File: src/rtl/sram_burst_controller.sv
// sram_burst_controller
// Runs single or incrementing-burst read/write transactions against an
// on-chip single-port array through an IDLE/SETUP/ACCESS/DONE sequence.
// Each beat can be stretched by WAIT_STATES extra ACCESS cycles. The
// active-low strobes are decoded from the registered state for observation.
//
// Optional feature macro: SRAM_MEM_CLEAR_EN
//   defined   -> rst also clears every array location to zero asynchronously
//   undefined -> array contents survive rst
module sram_burst_controller #(
  parameter int ADDR_W      = 4,
  parameter int DATA_W      = 8,
  parameter int LEN_W       = 3,
  parameter int WAIT_STATES = 0
) (
  input  logic              clk,
  input  logic              rst,
  input  logic              start,
  input  logic              rw,
  input  logic [ADDR_W-1:0] addr,
  input  logic [LEN_W-1:0]  len,
  input  logic [DATA_W-1:0] wdata,
  output logic              wr_ready,
  output logic [DATA_W-1:0] rdata,
  output logic              rvalid,
  output logic              ce_n,
  output logic              we_n,
  output logic              oe_n,
  output logic              busy,
  output logic              done
);

  localparam logic [1:0] ST_IDLE   = 2'd0;
  localparam logic [1:0] ST_SETUP  = 2'd1;
  localparam logic [1:0] ST_ACCESS = 2'd2;
  localparam logic [1:0] ST_DONE   = 2'd3;

  localparam int         DEPTH     = 1 << ADDR_W;
  // Wait counter reload value; the counter is 4 bits wide (0..15 wait states).
  localparam logic [3:0] WAIT_INIT = 4'(WAIT_STATES);

  logic [1:0]        state;
  logic              is_read;
  logic [ADDR_W-1:0] cur_addr;
  logic [LEN_W-1:0]  beats_left;
  logic [3:0]        wait_cnt;

  logic [DATA_W-1:0] mem [DEPTH];

  logic in_access;
  logic xfer;
  logic wr_fire;
  logic rd_fire;

  // The last ACCESS cycle of a beat (wait counter exhausted) is the transfer cycle.
  assign in_access = (state == ST_ACCESS);
  assign xfer      = in_access && (wait_cnt == 4'd0);
  assign wr_fire   = xfer && !is_read;
  assign rd_fire   = xfer && is_read;

  // Transaction sequencer: latches the command in IDLE, then walks the beats.
  always_ff @(posedge clk or posedge rst) begin
    if (rst) begin
      state      <= ST_IDLE;
      is_read    <= 1'b0;
      cur_addr   <= '0;
      beats_left <= '0;
      wait_cnt   <= 4'd0;
    end else begin
      case (state)
        ST_IDLE: begin
          if (start) begin
            state      <= ST_SETUP;
            is_read    <= rw;
            cur_addr   <= addr;
            beats_left <= len;
          end
        end
        ST_SETUP: begin
          state    <= ST_ACCESS;
          wait_cnt <= WAIT_INIT;
        end
        ST_ACCESS: begin
          if (wait_cnt != 4'd0) begin
            wait_cnt <= wait_cnt - 4'd1;
          end else if (beats_left != '0) begin
            // Next beat reuses ACCESS directly; the address wraps naturally.
            cur_addr   <= cur_addr + ADDR_W'(1);
            beats_left <= beats_left - LEN_W'(1);
            wait_cnt   <= WAIT_INIT;
          end else begin
            state <= ST_DONE;
          end
        end
        ST_DONE: begin
          state <= ST_IDLE;
        end
        default: begin
          state <= ST_IDLE;
        end
      endcase
    end
  end

  // Read data path: capture the addressed word on a read transfer and pulse rvalid next cycle.
  always_ff @(posedge clk or posedge rst) begin
    if (rst) begin
      rdata  <= '0;
      rvalid <= 1'b0;
    end else begin
      rvalid <= rd_fire;
      if (rd_fire) begin
        rdata <= mem[cur_addr];
      end
    end
  end

`ifdef SRAM_MEM_CLEAR_EN
  // Storage array with asynchronous clear on rst; written on write transfer edges.
  always_ff @(posedge clk or posedge rst) begin
    if (rst) begin
      for (int i = 0; i < DEPTH; i++) begin
        mem[i] <= '0;
      end
    end else if (wr_fire) begin
      mem[cur_addr] <= wdata;
    end
  end
`else
  // Storage array without reset; an aborted beat never reaches its write edge.
  always_ff @(posedge clk) begin
    if (wr_fire) begin
      mem[cur_addr] <= wdata;
    end
  end
`endif

  // Strobes and status are pure decodes of the registered state.
  assign ce_n     = !((state == ST_SETUP) || in_access);
  assign oe_n     = !(((state == ST_SETUP) || in_access) && is_read);
  assign we_n     = !(in_access && !is_read);
  assign wr_ready = wr_fire;
  assign busy     = (state != ST_IDLE);
  assign done     = (state == ST_DONE);

endmodule

File: config.mk
export PLATFORM = sky130hd
export DESIGN_NAME = sram_burst_controller
export DESIGN_NICKNAME = d
export VERILOG_FILES = /design/src/rtl/sram_burst_controller.sv
export SDC_FILE = /design/constraint.sdc
export NUM_CORES = 1
export LEC_CHECK = 0
export CORE_MARGIN = 2
export CORE_UTILIZATION = 58
export CTS_CLUSTER_DIAMETER = 150
export DETAILED_ROUTE_END_ITERATION = 8
export PLACE_DENSITY_LB_ADDON = 0.25
export SLEW_MARGIN = 20
export SYNTH_ARGS = -nofsm -noshare
export SYNTH_HDL_FRONTEND = slang
export SYNTH_SLANG_ARGS = --single-unit
File: constraint.sdc
create_clock -name clk -period 3.26 [get_ports clk]
set_input_delay 0.489 -clock clk [delete_from_list [all_inputs] [get_ports clk]]
set_output_delay 0.489 -clock clk [all_outputs]
set_load 0.005 [all_outputs]
==> impl_results.md <==
* Post-synthesis sequential area ratio at a little under three quarters
* Drc violations at 0
* Placed cell areas at between 0.006 and 0.007 mm^2
* Synth Register Bits at 151
* First-pass GRT wire length at 19690 um
* Total track usage at between 20% and 30%
* Netlist cell types at 43
* Vias in the first global route at approximately 3400
* DRT Pass-1 Iters at 5
* Max_slew headroom at 24.20%
* # H-tree levels at 4
* Crit Path Max Fanout at 7
* Maxcap violations at 0
* Place WS at around 560 ps
* Slew @ Worst Pin at about 1100 ps
* N_diodes at 0
* DRT iter0 DRCs at roughly 360
* Final Hold Fails at 0
* Setup WS post-layout at about 220 ps
* Tcrit/Tclk final at roughly 93%
* Post-Route WL at 12550 um
* Setup TNS Final at 0 ps
* Syn_nets at 386
* Status: complete, no violations
* Dpl hpwl at 8347 um
* Final Util at 69.59%
* Clock Root Buffer: clkbuf_8
* Layout cells sized above 1 at between 15 and 20%
* Cts-stage hold buffer count at 0
* Design area at ~0.0072 mm^2
* Clock Path Buffers at 2
* Nature of the critical path startpoint: flip-flop
* CP arrival at about 2600 ps
* RSZ-0062 raised after global routing: no
* Nets@finish at 432
* CTS tree: yes
* Clock-pin slew on the worst setup and hold paths at about 60 ps
* Finish-stage setup viols at 0
* DIE AREA at ~0.012 mm^2
* Yosys top cell area share at 62.14%
* Mapped Area at ~0.0062 mm^2
* Antenna-violating nets left at 0
* Yosys top cell by area: edfxtp_1
* Horiz. Die Dim at roughly 110 um
* Initial antenna violation count at 0
* Drt wl/cell at ~23 um
* Area grow syn2layout at 16.14%
* FMAX at about 0.33 GHz
* Reported leakage power at between 2 and 3 nW
* Pwr dens at between 800 and 900 mW/mm^2
* Critical path class: reg -> out
* Final Max Slew Viols at 0
* Clock skew at about 6.7 ps
* Hold crit path type: in -> async
* Die height at around 110 um
* # rows at 37
* Synth area leaders: edfxtp_1, mux4_2, dfrtp_1
* Critical path data required time at approximately 2800 ps
* # IOs at 34
* Post-synthesis cell count at 357
* Reg2reg start: wait_cnt[0]
* IO Port Bufs at 33
* Mapped Avg Cell Area at between 15 and 20 um^2
* GPL Wtd Cong at 0.8002
* Clock Latency Late Sink at 530 ps
* Largest net degree at the start of global routing at 34
* Starting Density at 59.92%
* Grt total ovfl at 0
* Worst setup startpoint: wait_cnt[0]
* Num Clock Sinks at about 150
* Kind of end point of the critical path: output port
* Final min period at ~3000 ps
* CORE AREA at approximately 0.010 mm^2
* R2R Setup Slk at ~660 ps
* Max rail drop VDD at 0.4979 mV
* Drt via density at roughly 5.9
* Via count at between 3000 and 4000
* CTS Buf Count at 17
* Synth warnings at 0
* Post-CTS setup buffer count at 0
[final cells by class]
type	count	area, um^2
clock buffer	20	435.4
timing repair buffer	44	425.4
tap	136	170.2
sequential	151	4420
clock inverter	12	76.32
multi-input combinational	174	1600
fill	638	3139
inverter	15	56.30
[repair_timing]
item                                    CTS  global route
endpoints found under the setup margin    0             1
gates resized for setup                   0             1
endpoints found under the hold margin     0             0
[worst max-delay path, cell delays in order, from the launching register on]
cell	delay (ps)
dfrtp_1	410
inv_1	80
ha_1	180
or3b_1	480
nor2_2	320
clkdlybuf4s50_1	560
[path summary, 6_finish.rpt]
kind                                to  cells past startpoint
max                           wr_ready                      5
min                           rdata[2]                      2
max reg2reg                  mem[7][3]                      6
min reg2reg                   rdata[1]                      2
max in group asynchronous  cur_addr[0]                      2
min in group clk              rdata[1]                      2
[sequential cells by signal, indices dropped and copies added (netlist names)]
signal / flops
is_read: 1
state: 2
rdata: 8
mem: 128
beats_left: 3
rvalid: 1
cur_addr: 4
wait_cnt: 4
[per-layer routing]
metal	wire length (um)	part of all wire (%)	track usage (%)	up-vias
li1	-	-	-	1478
met3	931	7.4	5.811	18
met2	6186	49	37.39	141
met1	5187	41	34.88	1628
met4	248	2.0	9.740	0
met5	0	0	0	-
[kinds of logic after synthesis]
| kind of cell | Yosys count | synth area share [%] |
|---|---|---|
| AOI/OAI and AO/OA | 40 | 4.774 |
| adders and majority gates | 10 | 2.023 |
| buffers and inverters | 32 | 2.731 |
| DFF | 151 | 71.44 |
| muxes | 39 | 12.82 |
| and+or+nand+nor | 85 | 6.210 |
[metrics by stage]
stage	std cells	power [mW]	hold slack, ps
finish	552	6.095	443.9
global route	552	6.408	536.3
CTS	552	6.143	461.2
detailed placement	520	4.451	479.4
global placement	520	4.405	470.0
floorplan	357	3.797	454.7
[cell usage after synthesis]
| library cell | count |
|---|---|
| and3b_2 | 1 |
| mux2_2 | 2 |
| a22o_1 | 5 |
| a2111o_1 | 1 |
| buf_1 | 1 |
| a21oi_1 | 6 |
| nor2b_1 | 1 |
| o2bb2ai_1 | 1 |
| buf_6 | 3 |
| nor3_1 | 7 |
| buf_2 | 2 |
| mux2i_1 | 5 |
| o21ai_2 | 1 |
| clkbuf_8 | 2 |
| nand2_1 | 40 |
| buf_4 | 1 |
| a221o_1 | 5 |
| a22oi_1 | 1 |
| nand3_1 | 5 |
| or3_1 | 3 |
| a21o_1 | 1 |
| and2b_1 | 1 |
| edfxtp_1 | 128 |
| mux4_2 | 32 |
| dfrtp_1 | 23 |
| nor2_1 | 18 |
| clkbuf_1 | 8 |
| inv_1 | 14 |
| nor3b_1 | 2 |
| o22a_1 | 3 |
| a31oi_1 | 2 |
| nand4_1 | 1 |
| or3b_1 | 1 |
| a41oi_1 | 1 |
| nand2b_1 | 3 |
| and2b_2 | 1 |
| o21ai_1 | 3 |
| ha_1 | 10 |
| nor4_1 | 1 |
| clkinv_1 | 1 |
| a211o_2 | 1 |
| a221oi_2 | 1 |
| o21ai_0 | 8 |
[layout by cell type (no fill, tap or decap), types with 6 or more instances in the layout]
master	synthesis	routed
ha_1	10	10
edfxtp_1	128	128
dfrtp_1	23	22
clkdlybuf4s50_1	0	33
nand2_1	40	40
nor2_1	18	17
nor3_1	7	7
mux4_2	32	32
o21ai_0	8	8
buf_4	1	10
inv_1	14	14
a21oi_1	6	6
clkbuf_16	0	16
[where the power goes]
group	leakage [nW]	switching [mW]	internal, mW
Clock	0.264	0.732	0.951
Sequential	1.44	0.199	2.30
Combinational	0.832	0.981	0.928
Power figures use the tool's default switching activity.
